**config.mk**
```make
export PLATFORM = sky130hd
export DESIGN_NAME = regfile_mp
export DESIGN_NICKNAME = d
export VERILOG_FILES = /design/src/rtl/regfile_mp.sv
export SDC_FILE = /design/constraint.sdc
export NUM_CORES = 1
export LEC_CHECK = 0
export CAP_MARGIN = 15
export CORE_MARGIN = 2
export CORE_UTILIZATION = 55
export DETAILED_ROUTE_END_ITERATION = 10
export GPL_TIMING_DRIVEN = 0
export PLACE_DENSITY_LB_ADDON = 0.15
export RECOVER_POWER = 50
export SLEW_MARGIN = 20
export SYNTH_ARGS = -nofsm -noshare
export SYNTH_HDL_FRONTEND = slang
export SYNTH_SLANG_ARGS = --single-unit
```
**constraint.sdc**
```tcl
create_clock -name clk -period 4.45 [get_ports clk]
set_input_delay 1.1125 -clock clk [delete_from_list [all_inputs] [get_ports clk]]
set_output_delay 1.1125 -clock clk [all_outputs]
set_load 0.02 [all_outputs]
```
**src/rtl/regfile_mp.sv**
```systemverilog
// Parametrised multi-read-port register file with write-to-read bypass and a
// post-reset clear walk. Define RF_SCOREBOARD_EN to add the pending scoreboard.
module regfile_mp #(
  parameter int XLEN   = 32,
  parameter int NREG   = 32,
  parameter int AWIDTH = 5,
  parameter int NRD    = 2
) (
  input  logic                  clk,
  input  logic                  rst,
  output logic                  init_done,
  input  logic                  we,
  input  logic [AWIDTH-1:0]     waddr,
  input  logic [XLEN-1:0]       wdata,
  input  logic [NRD*AWIDTH-1:0] raddr,
`ifdef RF_SCOREBOARD_EN
  output logic [NRD*XLEN-1:0]   rdata,
  input  logic                  sb_set,
  input  logic [AWIDTH-1:0]     sb_addr,
  output logic [NRD-1:0]        rd_pending
`else
  output logic [NRD*XLEN-1:0]   rdata
`endif
);

  typedef enum logic {
    CLEAR,
    READY
  } state_e;

  state_e              state_q, state_d;
  logic [AWIDTH-1:0]   clrIdx_q, clrIdx_d;
  logic                initDone_q, initDone_d;
  logic [XLEN-1:0]     regs_q [NREG];

  logic                wrEn;
  logic [AWIDTH-1:0]   wrAddr;
  logic [XLEN-1:0]     wrData;
  logic                extWrite;

  assign init_done = initDone_q;
  assign extWrite  = (state_q == READY) && we && (waddr != '0);

  always_ff @(posedge clk) begin
    if (rst) begin
      state_q    <= CLEAR;
      clrIdx_q   <= AWIDTH'(1);
      initDone_q <= 1'b0;
    end else begin
      state_q    <= state_d;
      clrIdx_q   <= clrIdx_d;
      initDone_q <= initDone_d;
    end
  end

  always_comb begin
    state_d    = state_q;
    clrIdx_d   = clrIdx_q;
    initDone_d = initDone_q;
    case (state_q)
      CLEAR: begin
        clrIdx_d = clrIdx_q + AWIDTH'(1);
        if (clrIdx_q == AWIDTH'(NREG - 1)) begin
          state_d    = READY;
          initDone_d = 1'b1;
        end
      end
      READY: begin
        state_d = READY;
      end
      default: begin
        state_d = CLEAR;
      end
    endcase
  end

  // The clear walk owns the single write port while CLEAR; external writes are dropped.
  always_comb begin
    wrEn   = 1'b0;
    wrAddr = waddr;
    wrData = wdata;
    if (!rst) begin
      if (state_q == CLEAR) begin
        wrEn   = 1'b1;
        wrAddr = clrIdx_q;
        wrData = '0;
      end else if (extWrite) begin
        wrEn = 1'b1;
      end
    end
  end

  always_ff @(posedge clk) begin
    if (wrEn) begin
      regs_q[wrAddr] <= wrData;
    end
  end

  for (genvar i = 0; i < NRD; i++) begin : gRead
    logic [AWIDTH-1:0] ra;
    logic [XLEN-1:0]   rd;

    assign ra = raddr[i*AWIDTH +: AWIDTH];

    always_comb begin
      rd = regs_q[ra];
      if (ra == '0 || state_q == CLEAR) begin
        rd = '0;
      end else if (we && waddr == ra) begin
        rd = wdata;
      end
    end

    assign rdata[i*XLEN +: XLEN] = rd;
  end

`ifdef RF_SCOREBOARD_EN
  logic [NREG-1:0] pend_q, pend_d;

  // A set and a write to the same register in one cycle leave it pending.
  always_comb begin
    pend_d = pend_q;
    if (state_q == READY) begin
      if (extWrite) begin
        pend_d[waddr] = 1'b0;
      end
      if (sb_set && sb_addr != '0) begin
        pend_d[sb_addr] = 1'b1;
      end
    end else begin
      pend_d = '0;
    end
    pend_d[0] = 1'b0;
  end

  always_ff @(posedge clk) begin
    if (rst) begin
      pend_q <= '0;
    end else begin
      pend_q <= pend_d;
    end
  end

  for (genvar i = 0; i < NRD; i++) begin : gPend
    logic [AWIDTH-1:0] ra;
    logic              inFlight;

    assign ra            = raddr[i*AWIDTH +: AWIDTH];
    assign inFlight      = we && (waddr == ra) && (ra != '0);
    assign rd_pending[i] = pend_q[ra] && !inFlight;
  end
`endif

endmodule

```
==> impl_metrics.json, run 1 <==
{
  "status": "complete, but fails checks",
  "failed_checks": "capacitance limit, slew limit, setup timing",
  "max_slew_margin_pct": -70.1,
  "hp-class": "reg2reg",
  "cts_hold_buf": 0,
  "numPlacedInstances": 4095,
  "crit_path_end_kind": "output pin",
  "reg2reg_depth": 9,
  "grt_max_degree": 33,
  "grt_pass1_wl_um": 234000,
  "setup_ws_ns": -0.0630,
  "report.final.slew_viol_count": 398,
  "port_buffers": 103,
  "hp-start": "init_done",
  "ant_nets": 0,
  "dpl_worst_slack_ns": -1.70,
  "drc": 0,
  "rows": 109,
  "worstSetupPathType": "in2out",
  "vdd_drop_max_mv": 0.321,
  "htreeDepth": 3,
  "critPathRequiredTime_ns": 3.34,
  "setup_viol": 18,
  "initial_utilization_pct": 55.3,
  "clk_latency_ns": 0.70,
  "core_um2": 88100,
  "synth-warning-count": 0,
  "ys_ff_latch": 1031,
  "avgViaCountPerCell": 7.47,
  "critPathMaxFanout": 8,
  "netlist_top_cells_count": "edfxtp_1, mux4_2, mux2i_1, a221oi_1, clkbuf_1",
  "synth_area_leaders": "edfxtp_1, mux4_2, mux2i_1",
  "syn_area_um2": 48700,
  "worstMarginPinSlew_ns": 2.55,
  "yosys_most_used_dff": "edfxtp_1",
  "root_buffer": "clkbuf_16",
  "critPathLaunchType": "primary input",
  "synth_edf_count": 1024,
  "dieArea_um2": 90900,
  "clk_path_buf_depth": 3,
  "syn_to_final_growth_pct": 21.6,
  "min_path_cells": 2,
  "dr.pass1.iters": 6,
  "min_period_ns": 4.51,
  "pin_count": 115,
  "ys_seq_area_share_pct": 63.4,
  "fin_skew_ns": 0.0368,
  "grt_pass1_vias": 32509,
  "syn_nets": 2817,
  "rrSetupSlack_ns": 0.27,
  "grt_use_total_pct": 36.9,
  "worstPathArrival_ns": 3.40,
  "yosys.area.top_type_share_pct": 63.2,
  "die_h_um": 302,
  "vias": 32233,
  "hpwl_um": 114000,
  "cap_violations": 15,
  "antenna_found_initial": 5,
  "clkTransAtPathRegs_ns": 0.06,
  "synth_top_cell_by_area": "edfxtp_1",
  "async_reset_ff_share_pct": 0,
  "p_leak_uw": 0.0196,
  "max_freq_ghz": 0.222,
  "power_density_nw_per_um2": 380,
  "rr_endpoint": "regs_q[8][17]",
  "drive_gt1_share_pct": 37.8,
  "final_hold_viol_count": 0,
  "cts_tree": "done",
  "nets": 3114,
  "yosysUniqueCellTypes": 44,
  "rsz0062_at_grt": "true",
  "synth.most_common_cell": "edfxtp_1",
  "drt-total-wl_um": 168000,
  "cts_buffers": 105,
  "post_drt_wl_per_cell_um": 39.0,
  "min_period_over_period_pct": 101,
  "fin_cells": 4317,
  "drt_iter0_markers": 4682,
  "gp_congestion": 0.951,
  "tns_ns": -0.451,
  "grt_overflow": 0,
  "holdPathEnd": "init_done",
  "die_w_um": 302,
  "synthCells": 2765,
  "cts.sinks": 1031,
  "syn_area_per_cell_um2": 17.6,
  "worstReg2RegStart": "state_q",
  "p_total_uw": 22500
}
registers in the layout (all words and copies together), names as in the netlist:
| signal | cells |
|---|---|
| state_q | 1 |
| init_done | 1 |
| regs_q | 1024 |
| clrIdx_q | 5 |
through the flow:
step	area (um2)	hold WS, ns	utilization (%)
after floorplan	48700	0.510	-
after global placement	51200	0.468	58.1
after detailed placement	52900	0.474	60.0
after CTS	59000	0.488	67.0
after global routing	59200	0.527	67.2
final	59200	0.471	67.2
report_power, final:
| part | total (uW) | switching (uW) | internal (uW) |
|---|---|---|---|
| registers | 10900 | 48.9 | 10800 |
| logic | 2300 | 1410 | 890 |
| clock network | 9340 | 3810 | 5530 |
worst max-delay path: stages:
cell	delay (ns)
clkbuf_8	0.15
buf_12	0.16
buf_16	0.20
buf_12	0.12
buf_16	0.13
mux4_2	0.50
a22oi_2	0.17
o21ai_2	0.16
a221o_1	0.39
clkdlybuf4s15_2	0.28
cells in the final DEF, fill, tap and decap left out, types with 35 or more instances in the layout:
cell type,Yosys,layout
edfxtp_1,1024,1024
mux4_2,355,355
mux2i_1,261,258
clkbuf_16,0,108
a221oi_2,0,83
nor2_1,112,78
mux2_2,64,64
a22oi_1,95,61
clkbuf_2,1,55
a221o_1,62,55
nand2_1,51,50
buf_12,0,48
buf_4,18,47
clkbuf_1,124,46
buf_6,12,41
a221oi_1,126,41
clkbuf_4,0,35
nand3_1,35,35
per-layer routing:
| metal | part of all wire [%] | vias to the layer above | GRT usage (%) | routed length, um |
|---|---|---|---|---|
| met1 | 34 | 16702 | 46.9 | 57100 |
| li1 | - | 12472 | - | - |
| met4 | 5.1 | 4 | 16.9 | 8560 |
| met3 | 13 | 551 | 11.1 | 21800 |
| met5 | 0.011 | - | 0 | 18 |
| met2 | 48 | 2504 | 59.0 | 80700 |
logic make-up after synthesis:
family	count (synthesis)	synth area share (%)
compound gates	513	7.89
xor+xnor	13	0.234
fa+ha+maj	2	0.0514
buf+inv	238	2.34
flops	1031	63.4
mux	680	23.3
simple gates	288	2.78
cell type report:
type                    count  area, um2
flip-flops and latches   1031      30900
fillers                  5840      28900
multi-input cells        1496      18400
clock buffers             123       2720
plain buffers             232       2490
repair buffers            190       2310
well taps                1165       1460
clock inverters            72        897
inverters                   6       25.0
diodes                      2       5.00
worst max-delay path by stage:
stage                  start             end  slack, ns  depth (start not counted)
floorplan           raddr[4]       rdata[30]       0.06                          7
global placement         rst  regs_q[15][16]      -2.12                          7
detailed placement  raddr[4]       rdata[30]      -1.70                          8
CTS                 raddr[1]       rdata[18]      -0.08                          8
global route        raddr[0]        rdata[7]      -0.08                          8
finish              raddr[0]        rdata[8]      -0.06                         10
timing repair:
item	4_1_cts	5_1_grt
gates resized for setup	772	190
gates cloned	4	1
pin swaps	50	40
buffers inserted	9	11
setup endpoints to repair	64	64
Note: power is estimated with default switching activity, not from simulation.
==> inputs of run 2 (changes only) <==
--- a/config.mk
+++ b/config.mk
@@ -6,6 +6,8 @@
 export NUM_CORES = 1
 export LEC_CHECK = 0
 export CAP_MARGIN = 15
+export CELL_PAD_IN_SITES_DETAIL_PLACEMENT = 0
+export CELL_PAD_IN_SITES_GLOBAL_PLACEMENT = 1
 export CORE_MARGIN = 2
 export CORE_UTILIZATION = 55
 export DETAILED_ROUTE_END_ITERATION = 10
==> constraint.sdc (replaced) <==
create_clock -name clk -period 5.45 [get_ports clk]
set_input_delay 1.3625 -clock clk [delete_from_list [all_inputs] [get_ports clk]]
set_output_delay 1.3625 -clock clk [all_outputs]
set_load 0.02 [all_outputs]
==> run 2 against run 1 <==
The flow still finishes with violations (capacitance limit, slew limit, setup timing). Critical path type unchanged. Final cell count is 0.35% lower. Clock power is 23% lower. Register-to-register slack better by 0.57 ns. Sequential power is 19% lower. Design area is 3.2% lower. Worst hold slack better by 0.017 ns. Sequential share of layout area is 1.7 points higher. Total power is 21% lower. First-iteration DRC count is 5.6% higher. Via count is 0.95% lower. Count of clock-buffer cells in the layout is 14 higher.
==> impl_metrics.json, run 2 (synthesis results as in run 1) <==
{
  "power_density_nw_per_um2": 310,
  "fin_cells": 4302,
  "vdd_drop_max_mv": 0.329,
  "final_cell_mix": "edfxtp_1, mux4_2, mux2i_1",
  "drt_iter0_markers": 4944,
  "die_w_um": 302,
  "critPathMaxFanout": 10,
  "largest_register": "regs_q",
  "root_buffer": "clkbuf_16",
  "tns_ns": -1.65,
  "p_leak_uw": 0.0192,
  "cp_slowest_cell": "clkdlybuf4s50_1",
  "port_buffers": 103,
  "largestRegisters": "regs_q x1024, clrIdx_q x5",
  "antenna_found_initial": 3,
  "cap_violations": 18,
  "critPathLaunchType": "primary input",
  "seqPwrFrac_pct": 49.9,
  "worstReg2RegStart": "state_q",
  "p_total_uw": 17800,
  "gp_congestion": 0.977,
  "worstMarginPinSlew_ns": 2.75,
  "startpoint": "raddr[9]",
  "report.final.slew_viol_count": 532,
  "slowest_delay_ns": 0.62,
  "crit_path_end_kind": "output pin",
  "largest_reg_flops": 1024,
  "numPlacedInstances": 4101,
  "ant_nets": 0,
  "max_slew_margin_pct": -84.0,
  "grt_max_degree": 33,
  "hp-start": "init_done",
  "cts_tree": "done",
  "rows": 109,
  "clk_path_buf_depth": 3,
  "hpwl_um": 117000,
  "min_period_ns": 5.63,
  "drt-total-wl_um": 168000,
  "place_area_um2": 53000,
  "syn_to_final_growth_pct": 17.7,
  "clk_latency_ns": 0.68,
  "setup_ws_ns": -0.176,
  "worstSetupPathType": "in2out",
  "hp-class": "reg2reg",
  "max_freq_ghz": 0.178,
  "core_um2": 88100,
  "post-route-util_pct": 65.0,
  "drive_gt1_share_pct": 31.2,
  "htreeDepth": 3,
  "crit_chain": "buf_2, clkbuf_2, clkbuf_1, nand3_1, a31oi_2, a221o_1, clkdlybuf4s50_1",
  "clkTransAtPathRegs_ns": 0.06,
  "min_period_over_period_pct": 103,
  "avgViaCountPerCell": 7.42,
  "die_h_um": 302,
  "grt_pass1_vias": 32533,
  "drc": 0,
  "p_sw_uw": 4230,
  "dr.pass1.iters": 8,
  "status": "complete, but fails checks",
  "grt_use_total_pct": 37.0,
  "nets": 3100,
  "critPathRequiredTime_ns": 4.09,
  "layout_commonest_cell": "edfxtp_1",
  "cts_buffers": 106,
  "dieArea_um2": 90900,
  "final_area_um2": 57300,
  "pin_count": 115,
  "setup_viol": 18,
  "final_hold_viol_count": 0,
  "p_int_uw": 13500,
  "fin_skew_ns": 0.0171,
  "post_drt_wl_per_cell_um": 39.0,
  "grt_pass1_wl_um": 235000,
  "p_sw_share_pct": 23.8,
  "initial_utilization_pct": 55.3,
  "vias": 31926,
  "cts.sinks": 1031,
  "failed_checks": "capacitance limit, slew limit, setup timing",
  "p_comb_share_pct": 9.6,
  "worstPathArrival_ns": 4.26,
  "grt_overflow": 0,
  "clkPwrFrac_pct": 40.5,
  "rsz0062_at_grt": "true"
}
[run 2: cell count changes in the layout (fill, tap and decap cells not counted), sizes merged, moves of 13 or more]
| cell | change |
|---|---|
| buf | -51 |
| clkdlybuf4s15 | -20 |
| clkdlybuf4s50 | +22 |
| dlygate4sd2 | +15 |
| clkbuf | +19 |
| dlymetal6s2s | +18 |
| bufinv | -13 |
[run 2: final timing paths]
path                     to  slack [ns]  cells past startpoint
min               init_done        0.49                      2
max               rdata[38]       -0.18                      7
max reg2reg  regs_q[10][16]        0.84                      4
min reg2reg       init_done        0.49                      2
[run 2: power groups by stage]
| stage | sequential, uW | clock, uW | combinational (uW) |
|---|---|---|---|
| after floorplan | 9010 | 0 | 944 |
| after global placement | 9030 | 0 | 1500 |
| after detailed placement | 9020 | 0 | 1610 |
| after CTS | 8850 | 7190 | 1690 |
| after global routing | 8860 | 7500 | 1760 |
| final | 8860 | 7190 | 1710 |
[run 2: per-layer routing]
layer,part of all wire [%],GRT usage [%],routed length [um],up-vias
li1,-,-,-,12404
met1,35,48.0,58100,16672
met2,48,58.9,79900,2353
met3,13,10.0,21500,495
met4,4.9,16.5,8240,2
met5,0.13,1.69,215,-
[run 2: area by class of cell]
| cell class | count | area [um2] |
|---|---|---|
| antenna | 1 | 2.50 |
| buffer | 232 | 1680 |
| clock buffer | 137 | 2920 |
| clock inverter | 59 | 467 |
| fill | 6151 | 30800 |
| inverter | 6 | 23.8 |
| multi-input combinational | 1496 | 17600 |
| sequential | 1031 | 30900 |
| tap | 1165 | 1460 |
| timing repair buffer | 175 | 2290 |
[run 2: worst max-delay path, delay by kind of cell]
kind	cells	cell delay [ns]
AOI/OAI and AO/OA	2	0.59
buffers and inverters	4	2.03
and+or+nand+nor	1	0.26
[run 2: repair_timing]
action | 4_1_cts | 5_1_grt
gates resized for setup | 374 | 81
hold endpoints to repair | 0 | 0
hold buffers | 0 | 0
setup buffers | 3 | 1
endpoints found under the setup margin | 64 | 45
pin swaps | 22 | 7
[run 2: per-stage QoR]
stage,setup WS [ns],hold slack (ns)
2_1_floorplan,0.564,0.510
3_5_place_dp,-1.20,0.477
6_report,-0.176,0.488
5_1_grt,-0.173,0.529
4_1_cts,-0.228,0.492
3_3_place_gp,-1.41,0.480
